==> config.mk <==
export PLATFORM = sky130hd
export DESIGN_NAME = imem_loader
export DESIGN_NICKNAME = d
export VERILOG_FILES = /design/src/rtl/imem_loader.sv
export SDC_FILE = /design/constraint.sdc
export NUM_CORES = 1
export LEC_CHECK = 0
export CAP_MARGIN = 20
export CORE_UTILIZATION = 50
export DETAILED_ROUTE_END_ITERATION = 10
export DONT_BUFFER_PORTS = 1
export GPL_ROUTABILITY_DRIVEN = 0
export PLACE_DENSITY = 0.69
export SYNTH_ARGS = -nofsm -noshare
export SYNTH_HDL_FRONTEND = slang
export SYNTH_SLANG_ARGS = --single-unit
==> constraint.sdc <==
create_clock -name clk_i -period 2.6 [get_ports clk_i]
set_input_delay 0.26 -clock clk_i [delete_from_list [all_inputs] [get_ports clk_i]]
set_output_delay 0.26 -clock clk_i [all_outputs]
set_load 0.05 [all_outputs]
==> src/rtl/imem_loader.sv <==
// imem_loader: boot-time loader that writes a framed byte stream into the
// byte-addressed instruction memory and holds the CPU in reset until a frame
// loads with a good checksum.
//
// Frame: LEN[7:0], LEN[15:8], LEN[23:16], LEN[31:24], LEN payload bytes, CSUM.
// CSUM is the XOR of all payload bytes. Payload bytes are stored in arrival
// order at BASE_ADDR + i, so instructions are little-endian in memory.
module imem_loader #(
  parameter int unsigned MEM_BYTES = 3200,
  parameter logic [31:0] BASE_ADDR = 32'd0
) (
  input  logic        clk_i,
  input  logic        rst_ni,
  input  logic        start_i,
  input  logic        in_valid_i,
  input  logic [7:0]  in_data_i,
  output logic        in_ready_o,
  output logic        mem_we_o,
  output logic [31:0] mem_addr_o,
  output logic [7:0]  mem_wdata_o,
  output logic        cpu_hold_o,
  output logic        done_o,
  output logic        err_o
);

  typedef enum logic [2:0] {
    S_IDLE, S_HDR, S_DATA, S_CSUM, S_DONE, S_ERR
  } state_e;

  state_e      state_q, state_d;
  logic [31:0] len_q, idx_q;
  logic [7:0]  xor_q;
  logic [1:0]  hcnt_q;
  logic        in_ready_q, cpu_hold_q, err_q, done_q;
  logic        mem_we_q;
  logic [31:0] mem_addr_q;
  logic [7:0]  mem_wdata_q;

  logic        acc;
  logic        arm;
  logic [31:0] len_shift;

  // A byte is consumed only when the loader itself advertised ready.
  assign acc       = in_valid_i & in_ready_q;
  // start is only honoured from a resting state; mid-frame it is ignored.
  assign arm       = start_i & ((state_q == S_IDLE) | (state_q == S_DONE) |
                                (state_q == S_ERR));
  // LEN arrives LSB first, so each byte enters at the top and shifts down.
  assign len_shift = {in_data_i, len_q[31:8]};

  // Next-state decode for the frame parser.
  always_comb begin
    state_d = state_q;
    unique case (state_q)
      S_IDLE, S_DONE, S_ERR: if (arm) state_d = S_HDR;
      S_HDR: if (acc && hcnt_q == 2'd3) begin
        if (len_shift == 32'd0)                 state_d = S_CSUM;
        else if (len_shift > 32'(MEM_BYTES))    state_d = S_ERR;
        else                                    state_d = S_DATA;
      end
      S_DATA: if (acc && idx_q == len_q - 32'd1) state_d = S_CSUM;
      S_CSUM: if (acc) state_d = (in_data_i == xor_q) ? S_DONE : S_ERR;
      default: state_d = S_IDLE;
    endcase
  end

  // State, datapath and registered outputs; outputs follow the next state so
  // they line up with the state they describe.
  always_ff @(posedge clk_i or negedge rst_ni) begin
    if (!rst_ni) begin
      state_q     <= S_IDLE;
      len_q       <= '0;
      idx_q       <= '0;
      xor_q       <= '0;
      hcnt_q      <= '0;
      in_ready_q  <= 1'b0;
      cpu_hold_q  <= 1'b1;
      err_q       <= 1'b0;
      done_q      <= 1'b0;
      mem_we_q    <= 1'b0;
      mem_addr_q  <= '0;
      mem_wdata_q <= '0;
    end else begin
      state_q    <= state_d;
      in_ready_q <= (state_d == S_HDR) | (state_d == S_DATA) | (state_d == S_CSUM);
      cpu_hold_q <= (state_d != S_DONE);
      err_q      <= (state_d == S_ERR);
      done_q     <= (state_d == S_DONE) & (state_q != S_DONE);
      mem_we_q   <= 1'b0;

      if (arm) begin
        idx_q  <= '0;
        xor_q  <= '0;
        hcnt_q <= '0;
      end

      if (acc) begin
        unique case (state_q)
          S_HDR: begin
            len_q  <= len_shift;
            hcnt_q <= hcnt_q + 2'd1;
          end
          S_DATA: begin
            mem_we_q    <= 1'b1;
            mem_addr_q  <= BASE_ADDR + idx_q;
            mem_wdata_q <= in_data_i;
            xor_q       <= xor_q ^ in_data_i;
            idx_q       <= idx_q + 32'd1;
          end
          default: ;
        endcase
      end
    end
  end

  assign in_ready_o  = in_ready_q;
  assign cpu_hold_o  = cpu_hold_q;
  assign err_o       = err_q;
  assign done_o      = done_q;
  assign mem_we_o    = mem_we_q;
  assign mem_addr_o  = mem_addr_q;
  assign mem_wdata_o = mem_wdata_q;

endmodule
* Word level (Yosys, flattened, before mapping)
Index checks and enable logic that the tools add are counted.
** Operators by class
- $mul :: 0
- Bitwise logic cells :: 8
- Order comparisons :: 1
- Eq/ne operators :: 15
- $add $sub $neg :: 3
- Div/mod/pow operators :: 0
- Muxes and demuxes :: 19
- Reductions and logical operators :: 7
- Shifts and indexed selects :: 0
** Operator list (number)
- 2-to-1 mux 32 bit :: 3
- adder 32 x 1 -> 32 bit, second input constant :: 1
- equality test 32 bit :: 1
- greater-than comparator 32 x 12 -> 1 bit, second input constant :: 1
- logical NOT 32 bit :: 1
- subtractor 32 x 1 -> 32 bit, second input constant :: 1
- 2-to-1 mux 8 bit :: 3
- 2-to-1 mux 3 bit :: 6
- equality test 3 x 2 -> 1 bit, second input constant :: 4
- equality test 3 bit, second input constant :: 4
- one-hot mux 3 bit (4 select lines) :: 1
- equality test 8 bit :: 1
- bitwise XOR 8 bit :: 1
- equality test 3 x 1 -> 1 bit, second input constant :: 2
- 2-to-1 mux 2 bit :: 3
- inequality test 3 bit, second input constant :: 2
- bitwise OR 1 bit :: 4
- AND reduction 2 bit :: 2
- bitwise AND 1 bit :: 3
- logical NOT 3 bit :: 1
- 2-to-1 mux 1 bit :: 3
- OR reduction 3 bit :: 1
- adder 2 x 1 -> 2 bit, second input constant :: 1
- equality test 2 bit, second input constant :: 1
- logical AND 1 bit :: 2
** Word-level totals
- RAM bits :: 0
- Memories kept :: 0
- Bits in latches :: 0
- Bits in read-only memories :: 0
- Bits of input ports :: 12
- Register bits :: 122

* Depth between registers and ports, before layout
Gate-level depths: netlist of run 1.
- Depth after elaboration :: 9
- Mapped depth :: 10
- Depth with buffers taken out :: 9

* Least setup slack after synthesis of run 1
Ideal clock, no wire load.
- Path kind :: reg-to-reg
- Start :: reg len_q[0]
- End :: reg state_q[0]
- Arrival time :: 2355 ps
- Setup slack :: 141 ps
- Clock period less this slack :: 2459 ps
- Stages on the path, launching flop included :: 11
- Path through :: dfrtp_1 -> inv_1 -> ha_1 -> nor3b_1 -> and2_2 -> and3_1 -> buf_6 -> a211o_2 -> a2111oi_2 -> nand3_1 -> o41ai_2
** Between the ends
- Word-level cells in the longest chain between the ends :: 5
** RTL lines
- start, declared :: line 31 : logic [31:0] len_q, idx_q;
- start signal, assigned :: line 100 : len_q <= len_shift;
- subtractor 32 x 1 -> 32 bit :: line 61 : S_DATA: if (acc && idx_q == len_q - 32'd1) state_d = S_CSUM;
- equality test 32 bit :: line 61
- logical AND 1 bit :: line 61
- 2-to-1 mux 3 bit :: line 61
- one-hot mux 3 bit (4 select lines) :: line 54 : unique case (state_q)
- net state_d[0] :: line 30 : state_e state_q, state_d;
- end signal, assigned :: line 84 : state_q <= state_d;
- end, declared :: line 30
The timed path passes the listed nets, and every way through them passes these cells.
A chain may end at the register's enable or synchronous reset.

* Final worst setup path of run 1
- Start :: reg len_q[1]
- End :: reg state_q[0]
Same word-level chain as after synthesis.

==> results of run 1 <==
-- power by group --
group          total (mW)  internal (mW)  switching [mW]
sequential           3.04           2.31           0.733
combinational        2.34           1.15            1.20
clock                2.48           1.60           0.873
-- flip-flops by register name (all words and copies together), names as in the netlist --
name,flops
mem_we_o,1
err_o,1
idx_q,32
mem_addr_o,32
in_ready_o,1
cpu_hold_o,1
done_o,1
xor_q,8
mem_wdata_o,8
hcnt_q,2
state_q,3
len_q,32
-- critical path: stages (launching register included) --
cell	delay, ps
dfrtp_1	370
inv_1	70
ha_1	240
nor3b_2	180
and2_2	230
and3_1	230
a211o_2	360
a2111oi_4	300
nand3_1	130
o41ai_2	280
-- layer usage --
layer  vias to the layer above  global-route usage  share of wire
li1                       2288                   -              -
met1                      2381              0.3074           0.44
met2                       108              0.3915           0.49
met3                        25             0.06004          0.042
met4                         0              0.1211          0.022
met5                         -                   0              0
-- logic make-up (layout without fill, tap and decap cells) --
kind of cell	after synthesis	after routing
DFF	122	122
muxes	48	48
xor gates and xnor gates	59	59
buffers and inverters	42	81
and+or+nand+nor	301	301
AOI/OAI and AO/OA	70	70
adders and majority gates	3	3
-- worst min path at each step --
stage          cells past startpoint                         to  slack (ps)   start
2_1_floorplan                      0           done_o$_DFF_PN0_         -40  rst_ni
3_3_place_gp                       0         idx_q[3]$_DFF_PN0_         -30  rst_ni
3_5_place_dp                       0  mem_addr_o[3]$_DFFE_PN0P_         -30  rst_ni
4_1_cts                            0         idx_q[2]$_DFF_PN0_        -490  rst_ni
5_1_grt                            0  mem_addr_o[1]$_DFFE_PN0P_        -480  rst_ni
6_report                           0       state_q[2]$_DFF_PN0_        -460  rst_ni
-- repair_timing --
action / 4_1_cts / 5_1_grt
pin swaps: 0 / 4
cloned: 0 / 0
buffers inserted: 0 / 5
endpoints found under the setup margin: 5 / 2
gates resized for setup: 3 / 9
hold endpoints to repair: 141 / 122
-- through the flow --
step	setup slack, ps	cells	instance area [um2]	hold WS, ps
finish	114.9	852	7326	-464.6
global route	3.020	852	7326	-481.5
CTS	77.40	847	7233	-489.2
detailed placement	-215.0	807	6514	-31.31
global placement	28.63	807	6514	-31.50
floorplan	141.3	645	6243	-35.59
-- cell type report --
cell class	instances	area [um2]
clock buffers	18	429.2
repair buffers	41	327.8
multi-input cells	481	3075
inverters	8	30.03
fillers	1056	4786
well taps	168	210.2
flip-flops and latches	122	3055
clock inverters	14	197.7
-- cell usage in the layout (no fill, tap or decap), types with 3 or more instances in the layout --
cell type	n
clkinv_4	3
clkinvlp_4	5
mux2i_1	18
inv_1	7
a21oi_1	4
clkbuf_16	17
buf_4	33
and3_1	10
o211ai_1	7
nor3_2	3
xor2_1	33
nand3_1	29
dlygate4sd3_1	8
o21ai_0	32
nand2_1	169
mux2_2	30
and2_1	3
nor2_1	20
nor3_1	8
and4_1	6
xnor2_1	26
bufinv_16	4
nand3b_1	3
o31ai_1	7
nand2b_1	4
nor4_1	5
nand4_1	13
dfrtp_1	120
ha_1	3
==> impl_metrics.json, run 1 <==
{
  "cts_sinks": 122,
  "wl_mm": 14.49,
  "worstPathRequired_ps": 2920,
  "yosysSeqAreaShare": 0.4892,
  "setup_viol": 0,
  "critPathCaptureType": "flip-flop",
  "drc": 0,
  "tightest_slew_ps": 533.0,
  "clockRootBuffer": "clkbuf_16",
  "htreeDepth": 4,
  "drive_gt1_frac": 0.1857,
  "ir_drop_mv": 0.6103,
  "numCtsBuffers": 17,
  "cts.path.max_buffers": 2,
  "path_clk_slew_ps": 60,
  "reg2reg_depth": 9,
  "timing.rr.end": "state_q[0]$_DFF_PN0_",
  "synth_async_sr_flop_share": 1.000,
  "dr.pass1.iters": 4,
  "syn2layout_area_growth_pct": 17.33,
  "synth_warnings": 0,
  "grt_pass1_vias": 4872,
  "cap_violations": 0,
  "maxSlewViolCount": 0,
  "drtAntennaViolNets": 0,
  "synth_xor_area_frac": 0.08277,
  "wire_per_inst_um": 17.00,
  "yosys.area_share.simple": 0.2339,
  "drt_iter0_drc": 239,
  "finClkSkew_ps": 13.48,
  "reg2reg_from": "len_q[1]$_DFFE_PN0P_",
  "hpwl_mm": 9.905,
  "worstSetupPathType": "flip-flop to flip-flop",
  "syn_area_um2": 6243,
  "synth_fa_ha_area_frac": 0.006012,
  "postSynthNetCount": 660,
  "crit_arrival_ps": 2810,
  "status": "complete, but fails checks",
  "crit_start": "len_q[1]$_DFFE_PN0P_",
  "rsz0062_at_grt": "no",
  "synth_top_family_by_area": "simple AND/OR/NAND/NOR gates",
  "clock_latency_ps": 430,
  "crit_path_start_kind": "flip-flop",
  "violations": "hold timing",
  "antenna_found_initial": 0,
  "tns_ps": 0,
  "synth_edf_count": 0,
  "synth_top_area_frac": 0.4850,
  "vias_per_cell": 5.636,
  "hold_buffers": 8,
  "synth.avg_cell_area_um2": 9.680,
  "p_leak_nw": 3.464,
  "finalCriticalPeriod_ps": 2485,
  "worst-path-max-fanout": 5,
  "die_area_um2": 12940,
  "synth_mux_area_frac": 0.08297,
  "num_antenna_cells": 0,
  "cts_tree": "built",
  "crit_end": "state_q[0]$_DFF_PN0_",
  "finalHoldViolCount": 122,
  "top_level_ports": 57,
  "p_per_area_nw_per_um2": 1073,
  "holdWs_ps": -464.6,
  "grt_pass1_wl_mm": 24.10,
  "core_area_um2": 12110,
  "die_h_um": 113.7,
  "hold_class": "input port to async pin",
  "port-buffer-count": 0,
  "ys_top_cells_by_area": "dfrtp_1 (48%), nand2_1 (10%), mux2_2 (5.4%), xor2_1 (4.6%), xnor2_1 (3.6%)",
  "fp.dieW_um": 113.7,
  "grt_max_degree": 123,
  "synth_compound_area_frac": 0.07635,
  "yosys.area.top_type": "dfrtp_1",
  "globalRouteTotalUtil": 0.2435,
  "std_cell_rows": 40,
  "overflow": 0,
  "ys_top_cells_by_count": "nand2_1 (169), dfrtp_1 (121), xor2_1 (33), o21ai_0 (32), mux2_2 (30)",
  "ff2ff_setup_slack_ps": 110,
  "nNetsFinal": 686,
  "utilization": 0.6049,
  "synth.distinct_cells": 69,
  "finalPower_mw": 7.860,
  "yosysMostFrequentCell": "nand2_1",
  "routed-via-count": 4802,
  "synth_flop_cell": "dfrtp_1",
  "max_slew_margin": 0.6447,
  "period_share": 0.9558,
  "synthCells": 645,
  "ys_ff_latch": 122,
  "fmax_ghz": 0.4024,
  "start_util": 0.5155
}
(Power assumes the default switching activity.)
==> run 2: changes to the inputs <==
--- a/config.mk
+++ b/config.mk
@@ -7,4 +7,5 @@
 export LEC_CHECK = 0
 export CAP_MARGIN = 20
+export CORE_ASPECT_RATIO = 1.5
 export CORE_UTILIZATION = 50
 export DETAILED_ROUTE_END_ITERATION = 10
==> constraint.sdc (replaced) <==
create_clock -name clk_i -period 2.6 [get_ports clk_i]
set_input_delay 0.52 -clock clk_i [delete_from_list [all_inputs] [get_ports clk_i]]
set_output_delay 0.52 -clock clk_i [all_outputs]
set_load 0.02 [all_outputs]
==> impl_metrics.json, run 2 (synthesis results as in run 1) <==
{
  "status": "complete, but fails checks",
  "violations": "hold timing",
  "worstPathRequired_ps": 2910,
  "port-buffer-count": 0,
  "top_level_ports": 57,
  "ir_drop_mv": 0.5364,
  "fmax_ghz": 0.4006,
  "p_per_area_nw_per_um2": 1062,
  "dpl_cell_area_um2": 6457,
  "period_share": 0.9602,
  "holdWs_ps": -197.9,
  "drt_iter0_drc": 248,
  "tns_ps": 0,
  "finalCriticalPeriod_ps": 2496,
  "cp_top_family": "simple AND/OR/NAND/NOR gates",
  "syn2layout_area_growth_pct": 13.71,
  "clock_latency_ps": 410,
  "clockRootBuffer": "clkbuf_16",
  "htreeDepth": 4,
  "std_cell_rows": 49,
  "start_util": 0.5169,
  "max_slew_margin": 0.6307,
  "die_h_um": 138.9,
  "layout_commonest_cell": "nand2_1",
  "path_clk_slew_ps": 60,
  "cts_sinks": 122,
  "finalPower_mw": 7.537,
  "worst-path-max-fanout": 5,
  "maxSlewViolCount": 0,
  "grt_pass1_wl_mm": 24.65,
  "core_area_um2": 12080,
  "numCtsBuffers": 17,
  "die_area_um2": 12950,
  "cp_slowest_cell": "dfrtp_1",
  "final_area_um2": 7099,
  "drive_gt1_frac": 0.1596,
  "crit_arrival_ps": 2800,
  "postCtsSetupBuffers": 0,
  "p_leak_nw": 3.381,
  "grt_pass1_vias": 4871,
  "overflow": 0,
  "cp_num_buf_inv": 1,
  "routed-via-count": 4681,
  "vias_per_cell": 5.729,
  "cp_cell_sequence": "inv_1, ha_1, nor4b_1, and4_2, and2b_2, xnor2_1, nor4_1, o2111ai_1, o41ai_2",
  "drtAntennaViolNets": 0,
  "hpwl_mm": 9.901,
  "cap_violations": 0,
  "utilization": 0.5878,
  "globalRouteTotalUtil": 0.2442,
  "crit_path_start_kind": "flip-flop",
  "drc": 0,
  "dr.pass1.iters": 6,
  "grt_max_degree": 123,
  "tightest_slew_ps": 549.3,
  "wl_mm": 14.58,
  "nNetsFinal": 668,
  "cts_tree": "built",
  "fp.dieW_um": 93.24,
  "finClkSkew_ps": 9.253,
  "num_antenna_cells": 0,
  "worstSetupPathType": "flip-flop to flip-flop",
  "antenna_found_initial": 0,
  "slowest_delay_ps": 420,
  "critPathCaptureType": "flip-flop",
  "hold_class": "input port to async pin",
  "finalHoldViolCount": 122,
  "setup_viol": 0,
  "cts.path.max_buffers": 2,
  "final_cell_mix": "nand2_1 (169), dfrtp_1 (121), xor2_1 (33), o21ai_0 (32), mux2_2 (30)",
  "wire_per_inst_um": 17.85
}
run 2: metrics by stage:
stage / hold WS, ps / worst slack, ps / cells
6_report: -197.9 / 103.6 / 817
5_1_grt: -213.9 / -18.12 / 817
4_1_cts: -217.2 / 45.26 / 817
3_5_place_dp: 230.1 / 70.40 / 787
3_3_place_gp: 230.2 / 137.4 / 787
2_1_floorplan: 224.4 / 141.3 / 645
run 2: worst register-to-register path, delay by kind of cell (launching register included):
family / cells / cell delay [ps]
buffers and inverters: 1 / 90
and+or+nand+nor: 4 / 1230
xor gates and xnor gates: 1 / 80
AOI/OAI and AO/OA: 2 / 400
DFF: 1 / 420
adders and majority gates: 1 / 180
run 2: routing by layer:
metal  routed length, um  track usage  up-vias
met5                   0            0        -
met1                5842       0.2762     2304
met2                7837       0.4272      108
met4                 406       0.1150        0
li1                    -            -     2242
met3                 495      0.05757       27
run 2: final timing paths:
check                                      from                         end  slack, ps  cells past startpoint
setup reg to reg           len_q[0]$_DFFE_PN0P_        state_q[0]$_DFF_PN0_        100                      9
hold reg to reg              xor_q[6]$_DFF_PN0_          xor_q[6]$_DFF_PN0_        510                      1
max in group asynchronous                rst_ni  mem_addr_o[15]$_DFFE_PN0P_       2600                      0
setup / recovery           len_q[0]$_DFFE_PN0P_        state_q[0]$_DFF_PN0_        100                      9
hold / removal                           rst_ni        len_q[3]$_DFFE_PN0P_       -200                      0
min in group clk_i                 in_data_i[4]  mem_wdata_o[4]$_DFFE_PN0P_        230                      2
run 2: report_power, final:
part	internal, mW	switching (mW)
logic	1.07	1.15
registers	2.31	0.559
clock network	1.64	0.814
total	5.02	2.52
run 2: layout make-up:
class / instances / area, um2
clock buffer: 22 / 464.2
sequential: 122 / 3054
inverter: 8 / 30.03
tap: 153 / 191.4
fill: 1042 / 4979
clock inverter: 8 / 143.9
multi-input combinational: 481 / 3043
timing repair buffer: 23 / 172.7
run 2: what timing repair did:
| action | CTS | global route |
|---|---|---|
| gates resized for setup | 0 | 6 |
| endpoints found under the setup margin | 0 | 5 |
| endpoints found under the hold margin | 122 | 122 |
==> RTL change: new RTL, settings of run 2 <==
Encoding of `state_e`: now one-hot (6 bits for 6 states).
--- a/src/rtl/imem_loader.sv
+++ b/src/rtl/imem_loader.sv
@@ -23,8 +23,8 @@
   output logic        err_o
 );
 
-  typedef enum logic [2:0] {
-    S_IDLE, S_HDR, S_DATA, S_CSUM, S_DONE, S_ERR
+  typedef enum logic [5:0] {
+    S_IDLE = 6'b000001, S_HDR = 6'b000010, S_DATA = 6'b000100, S_CSUM = 6'b001000, S_DONE = 6'b010000, S_ERR = 6'b100000
   } state_e;
 
   state_e      state_q, state_d;
Function: no difference found for any inputs over 10 cycles, from zero or initial values and one cycle with rst_ni low; not proved beyond that.
==> RTL change against run 2 <==
- the flow finishes with violations (hold timing, setup timing)
- critical path depth down 1
- synthesized cell count up 15%
- area after synthesis up 5.3%
- power up 9.4%
- count of clock-buffer cells in the layout down 3
- worst setup slack worse by 0.11 ns
- routed wire length up 23%
- sequential cell count up 3
- final area up 10%
==> RTL change: results (changes against run 2) <==
[clocking]
clockBufferDepth=2  ; unchanged
clock_latency_ns=0.42
path_clk_slew_ns=0.06  ; about the same
cts_root_buf=clkbuf_16

[yosys]
synth_compound_area_frac=0.0752  ; -0.00117
syn_inst=740  ; +15%
synth_area_leaders=dfrtp_1 47%, nand2_1 14%, xor2_1 4.9%
synth_mux_area_frac=0.0185  ; -0.0645
ys_seq_area_frac=0.476  ; -0.0130
yosys_warnings=0  ; unchanged
yosys.cell_types.count=63  ; -8.7%
synth_adder_area_share=0.00571  ; -0.000302
synth_commonest_cells=252 x nand2_1, 123 x dfrtp_1, 39 x nor2_1
synthXorXnorAreaFrac=0.0853  ; +0.00250
synthArstFlopShare=1.00  ; unchanged
syn-num-nets=755  ; +14%

[global_route]
grt_pass1_wl_um=29000  ; +18%
grt_pass1_vias=5811  ; +19%
globalRouteTotalUtil=0.285  ; +0.0406
grt_max_degree=126  ; +2.4%
antenna_found_initial=0  ; unchanged

[sta]
hold_viol=123  ; +0.82%
skew_ns=0.00761  ; -0.00165 ns
fin_hold_ws_ns=-0.208  ; -0.0102 ns
maxSlewHeadroom=0.582  ; -0.0486
tns_ns=-0.0102  ; -0.0102 ns
setup_viol=1  ; +1
layout_setup_ws_ns=-0.0102  ; -0.114 ns

[route]
drt_wl_total_um=18000  ; +23%
drt-initial-drc-count=362  ; +46%
via_per_inst=5.84  ; +2.0%
drt_pass1_iterations=5  ; -1

[status]
status=complete, but fails checks
violations=hold timing, setup timing

[critical_path]
cp.arrival_ns=2.96  ; +0.16 ns
rr_worst_depth=8  ; -1
worstReg2RegStart=len_q[8]
reg2reg_to=state_q[3]
cpPeakStageDelay_ns=0.50  ; +0.08 ns
crit_fanout=7  ; +2

[power_and_ir_drop]
ir_drop_mv=0.641  ; +20%
total_leakage_power_nw=3.84  ; +14%
swShare=0.376  ; +0.0416

[final_layout]
fin_nets=804  ; +20%
diodes=0  ; unchanged
drive_above_1_share=0.170  ; +0.00994
final_cells=958  ; +17%

[placement]
dpl-instance-area_um2=7060  ; +9.4%
dp_hpwl_um=12500  ; +27%
preCtsSetupSlack_ns=-0.265  ; -0.335 ns
dp.cells=919  ; +17%

[worst_hold_path]
hp-class=input pin to async pin

-- RTL change: worst max path at each step --
| stage | slack, ns | start | cells past startpoint | end |
|---|---|---|---|---|
| after floorplan | 0.1 | len_q[0] | 10 | state_q[3] |
| after global placement | -0.02 | len_q[0] | 10 | state_q[3] |
| after detailed placement | -0.26 | len_q[1] | 10 | state_q[3] |
| after CTS | 0.02 | len_q[1] | 11 | state_q[3] |
| after global routing | -0.08 | len_q[0] | 11 | state_q[3] |
| final | -0.01 | len_q[8] | 8 | state_q[3] |
-- RTL change: power by group through the flow --
stage               clock network (mW)  registers [mW]  logic (mW)
finish                            2.34            2.43        3.47
global route                      2.45            2.46        3.68
CTS                               2.36            2.42        3.20
detailed placement                   0            2.45        3.01
global placement                     0            2.43        2.91
floorplan                            0            2.38        2.02
-- RTL change: what timing repair did --
item | 4_1_cts | 5_1_grt
pin swaps | 5 | 8
endpoints found under the setup margin | 2 | 5
resized for setup | 7 | 15
hold endpoints to repair | 125 | 125
buffers inserted | 5 | 2
-- RTL change: routing by layer --
metal  up-vias  routed length [µm]  GRT usage
met3       103                1000     0.0673
met4         0                1430      0.221
met1      2651                6780      0.316
met2       228                8780      0.462
li1       2617                   -          -
met5         -                   0          0
-- RTL change: cell type report --
cell class | instances | area, µm²
well taps | 156 | 195
flip-flops and latches | 125 | 3130
clock inverters | 13 | 138
clock buffers | 19 | 443
repair buffers | 65 | 500
fillers | 1071 | 4820
multi-input cells | 570 | 3370
inverters | 10 | 37.5
-- RTL change: critical path, delay by kind of cell, from the launching register on --
kind            cells  cell delay, ns
simple gates        3            0.81
compound gates      3            0.77
flops               1            0.50
mux                 2            0.46
